`config.mk`:
```
export PLATFORM = sky130hd
export DESIGN_NAME = if_pc_unit_flat
export DESIGN_NICKNAME = d
export VERILOG_FILES = /design/src/rtl/if_pc_unit_if.sv /design/src/rtl/if_pc_unit.sv /design/src/flat_wrapper.sv
export SDC_FILE = /design/constraint.sdc
export NUM_CORES = 1
export LEC_CHECK = 0
export ABC_AREA = 1
export CORE_MARGIN = 3
export CORE_UTILIZATION = 47
export DETAILED_ROUTE_END_ITERATION = 6
export MAX_ROUTING_LAYER = met4
export PLACE_DENSITY = 0.93
export RECOVER_POWER = 100
export SLEW_MARGIN = 5
export SYNTH_ARGS = -nofsm -noshare
export SYNTH_HDL_FRONTEND = slang
export SYNTH_SLANG_ARGS = --single-unit
```
`constraint.sdc`:
```
create_clock -name clk -period 3.5 [get_ports clk]
set_input_delay 0.7 -clock clk [delete_from_list [all_inputs] [get_ports clk]]
set_output_delay 0.7 -clock clk [all_outputs]
set_load 0.1 [all_outputs]
```
`src/rtl/if_pc_unit_if.sv`:
```
// Fetch-side bundle for if_pc_unit: redirect/stall controls, instruction-memory
// handshake and the decode-facing PC/valid outputs.
interface if_pc_unit_if #(
  parameter int unsigned N = 32
);
  logic         stall;
  logic         branch_taken;
  logic [N-1:0] branch_target;
  logic         mem_ready;
  logic         mem_req;
  logic [N-1:0] mem_addr;
  logic [N-1:0] pc_out;
  logic [N-1:0] pc_plus4;
  logic         if_valid;
  logic         misaligned;

  // Driver side: pipeline control and memory response.
  modport master (
    output stall, branch_taken, branch_target, mem_ready,
    input  mem_req, mem_addr, pc_out, pc_plus4, if_valid, misaligned
  );

  // Fetch unit side.
  modport slave (
    input  stall, branch_taken, branch_target, mem_ready,
    output mem_req, mem_addr, pc_out, pc_plus4, if_valid, misaligned
  );
endinterface

```
`src/rtl/if_pc_unit.sv`:
```
// Instruction-fetch PC unit: sequential fetch at one instruction per cycle,
// stall hold, aligned redirects and a sticky halt on misaligned redirects.
module if_pc_unit #(
  parameter int unsigned   N        = 32,
  parameter logic [N-1:0]  RESET_PC = {N{1'b0}}
) (
  input  logic        clk,
  input  logic        rst,
  if_pc_unit_if.slave bus
);

  typedef enum logic [1:0] {StIdle, StReq, StHold, StHalt} state_e;

  state_e       state_q, state_d;
  logic [N-1:0] pc_q, pc_d;
  logic [N-1:0] pc_out_q, pc_out_d;
  logic         if_valid_q, if_valid_d;
  logic         misaligned_q, misaligned_d;
  logic [N-1:0] pc_plus4;
  logic         mem_req;

  // Carry-out is dropped so the PC wraps modulo 2^N.
  assign pc_plus4 = pc_q + N'(4);

  // State register.
  always_ff @(posedge clk) begin
    if (rst) begin
      state_q <= StIdle;
    end else begin
      state_q <= state_d;
    end
  end

  // Datapath registers: PC, decode-facing PC/valid and the sticky error flag.
  always_ff @(posedge clk) begin
    if (rst) begin
      pc_q         <= RESET_PC;
      pc_out_q     <= RESET_PC;
      if_valid_q   <= 1'b0;
      misaligned_q <= 1'b0;
    end else begin
      pc_q         <= pc_d;
      pc_out_q     <= pc_out_d;
      if_valid_q   <= if_valid_d;
      misaligned_q <= misaligned_d;
    end
  end

  // Next-state and Moore request decode; a redirect overrides the per-state result.
  always_comb begin
    state_d      = state_q;
    pc_d         = pc_q;
    pc_out_d     = pc_out_q;
    if_valid_d   = if_valid_q;
    misaligned_d = misaligned_q;
    mem_req      = 1'b0;

    unique case (state_q)
      StIdle: begin
        state_d    = StReq;
        if_valid_d = 1'b0;
      end
      StReq: begin
        mem_req = 1'b1;
        if (bus.mem_ready) begin
          pc_out_d   = pc_q;
          if_valid_d = 1'b1;
          pc_d       = pc_plus4;
          state_d    = bus.stall ? StHold : StReq;
        end else begin
          if_valid_d = 1'b0;
        end
      end
      StHold: begin
        if (!bus.stall) begin
          state_d    = StReq;
          if_valid_d = 1'b0;
        end
      end
      StHalt: begin
        if_valid_d = 1'b0;
      end
    endcase

    // Redirects win over stall and mem_ready; a fetch landing this cycle is dropped.
    if (state_q != StHalt && bus.branch_taken) begin
      pc_out_d   = pc_out_q;
      if_valid_d = 1'b0;
      if (bus.branch_target[1:0] == 2'b00) begin
        pc_d    = bus.branch_target;
        state_d = StReq;
      end else begin
        pc_d         = pc_q;
        misaligned_d = 1'b1;
        state_d      = StHalt;
      end
    end
  end

  assign bus.mem_req    = mem_req;
  assign bus.mem_addr   = pc_q;
  assign bus.pc_out     = pc_out_q;
  assign bus.pc_plus4   = pc_plus4;
  assign bus.if_valid   = if_valid_q;
  assign bus.misaligned = misaligned_q;

endmodule

```
`src/flat_wrapper.sv`:
```
// flat-port wrapper written by rule: the top's interface ports become plain ports
module if_pc_unit_flat 
#(
  parameter int unsigned   N        = 32,
  parameter logic [N-1:0]  RESET_PC = {N{1'b0}}
)
  (clk, rst, bus_stall, bus_branch_taken, bus_branch_target, bus_mem_ready, bus_mem_req, bus_mem_addr, bus_pc_out, bus_pc_plus4, bus_if_valid, bus_misaligned);
  if_pc_unit_if #(.N(N)) bus_i ();
  input  logic clk;
  input  logic rst;
  input wire logic [$bits(bus_i.stall)-1:0] bus_stall;
  input wire logic [$bits(bus_i.branch_taken)-1:0] bus_branch_taken;
  input wire logic [$bits(bus_i.branch_target)-1:0] bus_branch_target;
  input wire logic [$bits(bus_i.mem_ready)-1:0] bus_mem_ready;
  output wire logic [$bits(bus_i.mem_req)-1:0] bus_mem_req;
  output wire logic [$bits(bus_i.mem_addr)-1:0] bus_mem_addr;
  output wire logic [$bits(bus_i.pc_out)-1:0] bus_pc_out;
  output wire logic [$bits(bus_i.pc_plus4)-1:0] bus_pc_plus4;
  output wire logic [$bits(bus_i.if_valid)-1:0] bus_if_valid;
  output wire logic [$bits(bus_i.misaligned)-1:0] bus_misaligned;
  assign bus_i.stall = bus_stall;
  assign bus_i.branch_taken = bus_branch_taken;
  assign bus_i.branch_target = bus_branch_target;
  assign bus_i.mem_ready = bus_mem_ready;
  assign bus_mem_req = bus_i.mem_req;
  assign bus_mem_addr = bus_i.mem_addr;
  assign bus_pc_out = bus_i.pc_out;
  assign bus_pc_plus4 = bus_i.pc_plus4;
  assign bus_if_valid = bus_i.if_valid;
  assign bus_misaligned = bus_i.misaligned;
  if_pc_unit #(.N(N), .RESET_PC(RESET_PC)) u_core (.clk(clk), .rst(rst), .bus(bus_i));
endmodule
```
==> Word level (Yosys, flattened, before mapping) <==
Index checks and enable logic that the tools add are counted.
{ "word_totals": {"inputBits": 37, "wordCells": 42, "register_bits": 68} }
{ "op_classes": {"eq_ne": 8, "addsub": 1, "muxes": 14, "bitwise": 2, "reduce_logical": 12} }
{ "ops": {"columns": ["operator", "n"], "rows": [
  ["two-way mux 32 bit", 4],
  ["adder 32 x 3 -> 32 bit, second input constant", 1],
  ["two-way mux 2 bit", 5],
  ["AND reduction 3 bit", 3],
  ["!= test 2 bit, second input constant", 3],
  ["!= test 3 x 2 -> 1 bit, second input constant", 2],
  ["case mux 2 bit (3 select lines)", 1],
  ["equality test 2 bit, second input constant", 2],
  ["zero test 2 bit", 2],
  ["nonzero test 2 bit", 2],
  ["nonzero test 4 bit", 1],
  ["OR reduction 2 bit", 2],
  ["two-way mux 1 bit", 3],
  ["case mux 1 bit (3 select lines)", 1],
  ["equality test 2 x 1 -> 1 bit, second input constant", 1],
  ["inverter 1 bit", 2],
  ["AND reduction 2 bit", 1],
  ["logical AND 1 bit", 1]
]} }

==> Longest topological paths before layout <==
{ "logic_depth": {"ltp_word": 4, "mapped_depth": 10, "ltp_nobuf": 10} }

==> Worst setup path after synthesis <==
Ideal clock, no wire load.
{ "synth_timing": {"path_type": "register -> output", "start": "reg u_core.pc_q[2], in the netlist u_core.bus.mem_addr[2]", "end": "out bus_pc_plus4[9]", "arrival_ns": 3.777, "path_stages_with_launch": 5, "slack_ns": -0.977, "n_path_buf": 0, "path_cell_list": "dfxtp_1 -> inv_1 -> nor2_4 -> nand2_4 -> xnor2_1"} }
{ "synth_between": {"elab_chain_cells": 1} }
{ "synth_rtl": {"columns": ["element", "line_no", "rtl"], "rows": [
  ["from (decl)", "if_pc_unit.sv:15", "logic [N-1:0] pc_q, pc_d;"],
  ["from (signal assigned)", "if_pc_unit.sv:42", "pc_q <= pc_d;"],
  ["adder 32 x 3 -> 32 bit", "if_pc_unit.sv:23", "assign pc_plus4 = pc_q + N'(4);"],
  ["to (decl)", "flat_wrapper.sv:18", "output wire logic [$bits(bus_i.pc_plus4)-1:0] bus_pc_plus4;"]
]} }
No other way between the ends.

==> Worst setup path after layout <==
{ "layout_timing": {"start": "reg u_core.pc_q[3], in the netlist u_core.bus.mem_addr[3]", "end": "out bus_pc_plus4[20]"} }
The elaborated chain is that of the path after synthesis.

==> run summary <==
Status - finished clean
XOR/XNOR share of the synthesized area - 4.63%
Reg-to-reg endpoint - u_core.bus.pc_out[29]
Synth Flop Type - dfxtp_1
PD cells - 548 mW/mm2
Max Slew Vio Count - 0
Die area - 0.00849 mm2
Slew of the pin with the lowest slew margin - 1210 ps
Inserted Diodes - 0
Adder-cell share of the synthesized area - 0.359%
Vias per cell - 5.42
Syn avg cell area - 6.90 um2
GR Util met1 - 35.3%
Total power draw - 2.68 mW
Final Core Density - 70.0%
Min cycle time layout - 3130 ps
# H-tree levels - 3
Reg-to-Reg Start - u_core.state_q[0]
Final nets - 671
Starting DRT DRC Count - 264
Initial core utilization - 50.0%
GR met3 Demand/Resource - 4.35%
Post CTS Setup Buffer Count - 0
GP Congestion - 0.909
Post-DP HPWL - 8.44 mm
Crit Path Category - reg -> out
Startpoint types - flip-flop
Clock Latency Late Sink - 350 ps
Mux cell area share after synthesis - 0%
Core footprint - 0.00698 mm2
Die X - 92.2 um
First-pass GRT wire length - 18.9 mm
Via count - 3978
Worst min path class - reg -> reg
Post-synthesis compound-gate area fraction - 20.3%
EDFF count, synth - 0
Most common cell on crit path - nand2_1
Critical Path Max Stage Delay - 470 ps
Initial antenna violation count - 0
Clock buffer count from CTS - 9
Max Cap Viol - 0
Largest family of logic cells by synthesized area - simple AND/OR/NAND/NOR gates
CP Max Fanout - 5
Rel. slew slack - 19.5%
Met2 usage - 45.8%
WHS Endpoint - u_core.bus.pc_out[3]
Core Rows - 30
Io pins - 136
Final hold violations - 0
Final period utilization - 89.5%
Drt drc - 0
Critical path endpoint category - primary output
Clock transition at path regs - 70 ps
Setup violators final - 0
Synth Cell Area - 0.00349 mm2
Hold depth - 2
IO Port Bufs - 135
GRT Total Usage - 28.4%
Commonest non-fill, non-tap cell in the layout - nand2_1
Skew final - 9.84 ps
Reg2Reg Depth - 7
Post-Synth Simple-Gate Area - 28.9%
Synth Instances - 506
CP arrival - 2430 ps
Pre-Repair DR Iteration Count - 6
Total of fill cells in the finished design - 615
Worst path slowest cell - clkbuf_2
Peak VDD IR - 317 uV
Final wirelength - 11.5 mm
Largest net degree at the start of global routing - 39
Total leakage power - 2.01 nW
Layout cells sized above 1 - 12.7%
GRT overflow - 0
# resized after CTS - 0
Synth-to-layout area growth - 40.1%
Setup TNS - 0 ps
Worst Path Required - 2800 ps
Fmax - 319 MHz
Synthesized flop and latch total - 68
FFs w/ async S/R, synth - 0%
Reg2reg setup slack - 1010 ps
Seq/Total Area, Yosys - 39.0%
Syn nets - 544
Clk buf depth - 2
Root Buffer Master - clkbuf_8
GRT Max-Usage Layer - met2
DR WL/cell - 15.7 um
Routed Antenna Nets - 0
Die height - 92.2 um
Yosys cell types - 31
Clock sink total - 68
RSZ-0062 raised after global routing - false
Synth warn - 0
Hold-fix buffers, CTS - 0
Vias in the first global route - 3908
CTS tree - done
Hold Path Origin - u_core.bus.pc_out[3]
Commonest cells after routing, fill and taps aside - 109 x nand2_1, 74 x nor2_1, 69 x a21oi_1
Critical Path, Cell by Cell - ha_1, nand2_1, nor2_2, nand2_1, nor2_1, nand3_1, nand2_1, clkbuf_2
==> cells in the mapped netlist, types with 4 or more instances <==
library cell / instances / area, um2
a21oi_1: 69 / 345
inv_1: 26 / 97.6
nand2_1: 110 / 413
clkbuf_1: 11 / 41.3
nand2_2: 4 / 25.0
nand3b_1: 5 / 37.5
nor2_1: 73 / 274
xor2_2: 4 / 65.1
nor2_4: 9 / 101
xnor2_1: 5 / 43.8
buf_2: 10 / 50.1
and2_1: 5 / 31.3
xor2_1: 6 / 52.6
dfxtp_1: 68 / 1360
o21ai_0: 65 / 325
nand3_1: 14 / 70.1
==> kinds of logic after synthesis <==
group / count (synthesis)
compound gates: 139
simple gates: 228
fa+ha+maj: 1
flops: 68
buf+inv: 55
xor+xnor: 15
==> per-stage QoR <==
stage | hold WS, ps | instance area, um2 | setup slack (ps) | std cells
3_5_place_dp | 471 | 4880 | 820 | 718
2_1_floorplan | 468 | 3630 | -51.9 | 506
6_report | 475 | 4890 | 368 | 734
3_3_place_gp | 454 | 4880 | 915 | 718
5_1_grt | 506 | 4890 | 200 | 734
4_1_cts | 486 | 5100 | 559 | 734
==> flip-flops by register name, summed over array words and instances, names as in the netlist <==
| signal | count |
|---|---|
| u_core.bus.misaligned | 1 |
| u_core.state_q | 2 |
| u_core.bus.pc_out | 32 |
| u_core.bus.if_valid | 1 |
| u_core.bus.mem_addr | 32 |
==> power by group <==
part | internal (mW) | switching, mW | total [mW]
clock | 0.419 | 0.310 | 0.729
sequential | 0.833 | 0.0802 | 0.913
combinational | 0.180 | 0.858 | 1.04
==> worst max-delay path: cells and delay by family (launching register included) <==
| family | cells | cell delay [ps] |
|---|---|---|
| buffers and inverters | 1 | 470 |
| AND/OR/NAND/NOR | 6 | 950 |
| adder cells (fa/ha/maj) | 1 | 240 |
| flip-flops | 1 | 420 |
==> metal layers <==
layer | up-vias | routed length [um]
met2 | 205 | 5610
met3 | 25 | 877
met1 | 1837 | 4780
met5 | - | 0
met4 | 0 | 264
li1 | 1911 | -
==> area by class of cell <==
cell class | instances | area, um2 | area share (%)
tap | 96 | 120 | 2.46
multi-input combinational | 383 | 2010 | 41.2
sequential | 68 | 1360 | 27.9
clock buffer | 10 | 138 | 2.81
timing repair buffer | 142 | 1050 | 21.6
inverter | 29 | 113 | 2.30
clock inverter | 6 | 87.6 | 1.79
==> worst max path at each step <==
stage	startpoint	to	slack (ps)
3_3_place_gp	bus_branch_taken	u_core.bus.mem_addr[2]	920
2_1_floorplan	u_core.bus.mem_addr[3]	bus_pc_plus4[12]	-50
3_5_place_dp	bus_branch_taken	u_core.bus.mem_addr[18]	820
5_1_grt	bus_branch_taken	u_core.bus.pc_out[31]	200
4_1_cts	u_core.bus.mem_addr[3]	bus_pc_plus4[28]	560
6_report	u_core.bus.mem_addr[3]	bus_pc_plus4[20]	370
(Power assumes the default switching activity.)
==> variant 1, RTL diff (same flow settings) <==
`N` is set to 32 in 3 places; all go to 16.
--- a/src/rtl/if_pc_unit_if.sv
+++ b/src/rtl/if_pc_unit_if.sv
@@ -2,5 +2,5 @@
 // handshake and the decode-facing PC/valid outputs.
 interface if_pc_unit_if #(
-  parameter int unsigned N = 32
+  parameter int unsigned N = 16
 );
   logic         stall;
--- a/src/rtl/if_pc_unit.sv
+++ b/src/rtl/if_pc_unit.sv
@@ -2,5 +2,5 @@
 // stall hold, aligned redirects and a sticky halt on misaligned redirects.
 module if_pc_unit #(
-  parameter int unsigned   N        = 32,
+  parameter int unsigned   N        = 16,
   parameter logic [N-1:0]  RESET_PC = {N{1'b0}}
 ) (
--- a/src/flat_wrapper.sv
+++ b/src/flat_wrapper.sv
@@ -2,5 +2,5 @@
 module if_pc_unit_flat 
 #(
-  parameter int unsigned   N        = 32,
+  parameter int unsigned   N        = 16,
   parameter logic [N-1:0]  RESET_PC = {N{1'b0}}
 )
Interface: changed (resized bus_branch_target, bus_mem_addr, bus_pc_out and bus_pc_plus4); port bits go from 136 to 72. No check against the original RTL was run, so the function may have changed too.
==> variant 1 against the unedited design <==
Area after synthesis fell by 47%; register-to-register slack better by 100 ps; total power down 49%; cell area decreased by 50%; clock power is 50% lower; routed wire length is 55% lower; sequential cell count shrank 32; count of clock-buffer cells in the layout is 5 lower; worst setup slack improved by 110 ps; critical endpoint is now bus_pc_plus4[12].
==> variant 1: results (changes against the unedited design) <==
[critical_path]
timing.rr.start = u_core.state_q[1]
worstPathMaxFanout = 6  ; +1
r2r_cells = 8  ; +1
ff2ff_setup_slack_ps = 1110  ; +100 ps
cp_slowest_cell = dfxtp_1
r2r_end = u_core.bus.mem_addr[7]

[grt]
grtUsageMet3_pct = 4.862  ; +0.51 points
grt_max_degree = 32  ; -18%
grt_pass1_wl_mm = 7.776  ; -59%

[layout]
clock_buffers = 5  ; -5
final-seq-area_um2 = 720.7  ; -47%
final_nets = 326  ; -51%
n_all_inverters = 22  ; -24%
buffers = 71  ; -50%

[route]
num_vias = 1866  ; -53%
dr_wl_met2_mm = 2.530  ; -55%
firstDrtPassIters = 4  ; -2
wl_per_cell_um = 14.63  ; -6.9%

[timing]
fin_skew_ps = 3.471  ; -6.365 ps
worst_pin_slew_ps = 1217  ; +3.790 ps
finalHoldWorstSlack_ps = 483.3  ; +8.266 ps

[logic_synthesis]
ys_top_cells_by_count = dfxtp_1 (36), nand2_1 (32), nor2_1 (28)
ys_seq_area_share_pct = 39.26  ; +0.25 points
syn_nets = 259  ; -52%

[power_and_ir_drop]
power_w = 0.001374  ; -49%

[run_status]
status = finished, final reports clean

[clocking]
cts_num_sinks = 36  ; -47%

[place]
routabilityCongestion = 0.8538  ; -6.0%
place_inst = 345  ; -52%

==> variant 1: cell count changes after synthesis, moves of 8 or more <==
| cell | change |
|---|---|
| a21oi_2 | +20 |
| buf_2 | -8 |
| nor2_4 | -8 |
| dfxtp_1 | -32 |
| o21ai_1 | +10 |
| clkbuf_1 | -8 |
| nor2_1 | -45 |
| o21ai_0 | -43 |
| nand2_1 | -78 |
| a21oi_1 | -56 |
| inv_1 | -8 |
==> variant 1: how the worst max path moves through the flow <==
| stage | startpoint | slack [ps] | to | cells after the start |
|---|---|---|---|---|
| floorplan | u_core.bus.mem_addr[2] | 5 | bus_pc_plus4[4] | 2 |
| global placement | u_core.bus.mem_addr[2] | 1030 | bus_pc_plus4[12] | 7 |
| detailed placement | u_core.bus.mem_addr[2] | 990 | bus_pc_plus4[12] | 7 |
| CTS | u_core.bus.mem_addr[2] | 670 | bus_pc_plus4[12] | 7 |
| global route | u_core.bus.mem_addr[2] | 310 | bus_pc_plus4[12] | 7 |
| finish | u_core.bus.mem_addr[2] | 480 | bus_pc_plus4[12] | 7 |
==> variant 1: cell families (layout without fill, tap and decap cells) <==
group,count (synthesis),in the layout,share of synthesized area (%)
and+or+nand+nor,91,91,23.93
AOI/OAI and AO/OA,69,69,23.52
DFF,36,36,39.26
buffers and inverters,33,101,9.270
xor gates and xnor gates,7,7,3.340
adders and majority gates,1,1,0.6816
==> variant 1: stage by stage <==
| stage | utilization [%] | area (um2) |
|---|---|---|
| after floorplan | - | 1866 |
| after global placement | 67.04 | 2491 |
| final | 66.20 | 2460 |
| after global routing | 66.20 | 2460 |
| after detailed placement | 67.04 | 2491 |
| after CTS | 70.03 | 2603 |
==> variant 1: worst min-delay path, stage by stage (launching register included) <==
cell	delay, ps
dfxtp_1	330
nor2_1	40
nor2_1	80
==> variant 2, RTL diff (same flow settings) <==
Made on the original files. Make the reset (`rst`) asynchronous in 2 clocked blocks.
--- a/src/rtl/if_pc_unit.sv
+++ b/src/rtl/if_pc_unit.sv
@@ -24,5 +24,5 @@
 
   // State register.
-  always_ff @(posedge clk) begin
+  always_ff @(posedge clk or posedge rst) begin
     if (rst) begin
       state_q <= StIdle;
@@ -33,5 +33,5 @@
 
   // Datapath registers: PC, decode-facing PC/valid and the sticky error flag.
-  always_ff @(posedge clk) begin
+  always_ff @(posedge clk or posedge rst) begin
     if (rst) begin
       pc_q         <= RESET_PC;
Function: differs if rst is asserted again (counterexample within 4 cycles, from zero or initial values and one cycle with rst high); with rst held inactive, the same outputs for 4 cycles.
==> variant 2 against the unedited design <==
The run now ends with max-capacitance violations, max-slew violations left; worst setup slack worse by 60 ps; worst hold slack better by 7.7 ps; area after synthesis up 13%; routed wire length up 7.1%; sequential cell count unchanged; final cell count up 5.4%; clock skew down 1.3 ps; cell area up 6.6%; maximum frequency down 1.9%; first-iteration DRC count up 89%; largest cell class unchanged.
Power is not shown: default switching activity piles up to over one toggle a cycle in this logic, so the estimate is an artifact.
==> variant 2: results (changes against the unedited design) <==
[run_status]
status = finished, violations left
violations = max-capacitance violations, max-slew violations

[route]
vias_per_cell = 5.333  ; -1.6%
num_vias = 4128  ; +3.8%
wl_met1_mm = 4.857  ; +1.7%
drtIter0Drc = 498  ; +89%
firstDrtPassIters = 5  ; -1
wl_met3_um = 894  ; +1.9%
maxUsedRoutingLayer = met4
drt_wl_total_mm = 12.34  ; +7.1%
dr_wl_met2_mm = 5.998  ; +6.9%

[critical_path]
worstPathMaxFanout = 6  ; +1
cp_slowest_cell = dfrtp_1
slowest_delay_ps = 490  ; +20 ps
arrival_ps = 2490  ; +60 ps

[timing]
slew_viol_final = 47  ; +47
slew_headroom_pct = -34.03  ; -53 points
fin_skew_ps = 8.505  ; -1.331 ps

[place]
place_ws_ps = 938.4  ; +118.8 ps
dp_hpwl_mm = 9.348  ; +11%
dpl-instance-area_um2 = 5216  ; +7.0%
routabilityCongestion = 1.027  ; +13%
place_inst = 758  ; +5.6%

[hold_path]
min_path_type = reg2reg

[layout]
drive_gt1_share_pct = 12.80  ; +0.10 points
fillerInstances = 699  ; +14%
final_nets = 705  ; +5.1%
antenna_cells = 0  ; unchanged

[grt]
grt_max_degree = 64  ; +64%
grt_pass1_wl_mm = 20.27  ; +7.1%
grt_util_all_layers_pct = 27.16  ; -1.2 points

[flow_run]
drv_cap = 1  ; +1

[logic_synthesis]
async_flop_share_pct = 100.0  ; +100 points
ys_types = 34  ; +9.7%
ys_seq_area_share_pct = 43.11  ; +4.1 points
syn_inst = 537  ; +6.1%
ys_top_cells_by_count = nand2_1 (183), dfrtp_1 (68), nor2_1 (66)
yosys-top-cells-area = dfrtp_1 (43%), nand2_1 (17%), o21ai_0 (6.6%)
syn_nets = 575  ; +5.7%
ys.flop_type = dfrtp_1

[clocking]
insertion_delay_ps = 350  ; about the same
htree_num_levels = 3  ; unchanged

==> variant 2: cell count changes in the layout (fill, tap and decap cells not counted), moves of 8 or more <==
cell     delta
inv_1      +20
dfxtp_1    -67
a21oi_1    -65
o21ai_0    -10
nand2_1    +75
nor2_2     +14
nand3_1    +14
nor2_1      -8
dfrtp_1    +68
==> variant 2: layout make-up <==
class                      count  area, um2  area share [%]
inverter                      48      187.7           3.600
clock buffer                  12      145.1           2.784
sequential                    68       1702           32.64
timing repair buffer         140       1045           20.04
multi-input combinational    400       1934           37.10
tap                          102      127.6           2.448
clock inverter                 4      72.57           1.392
==> variant 2: per-layer routing <==
layer	track usage [%]	vias to the layer above
li1	-	1954
met1	33.76	1911
met2	43.38	212
met3	4.594	51
met4	12.57	0
met5	-	-
==> variant 2: final timing paths <==
| check | startpoint | end | slack (ps) | cells after the start |
|---|---|---|---|---|
| min | u_core.bus.misaligned | u_core.bus.misaligned | 480 | 1 |
| max reg2reg | u_core.state_q[0] | u_core.bus.if_valid | 790 | 5 |
| max | u_core.bus.mem_addr[3] | bus_pc_plus4[20] | 310 | 7 |
| max in group asynchronous | rst | u_core.bus.mem_addr[2] | 720 | 3 |
| min in group asynchronous | rst | u_core.bus.mem_addr[16] | 960 | 2 |
| min reg2reg | u_core.bus.misaligned | u_core.bus.misaligned | 480 | 1 |
==> variant 2: logic make-up (layout without fill, tap and decap cells) <==
logic type | after synthesis | after routing | synth area share (%)
AOI/OAI and AO/OA | 73 | 73 | 9.953
xor gates and xnor gates | 7 | 7 | 1.553
adders and majority gates | 1 | 1 | 0.3169
buffers and inverters | 69 | 204 | 8.558
DFF | 68 | 68 | 43.11
and+or+nand+nor | 319 | 319 | 36.51
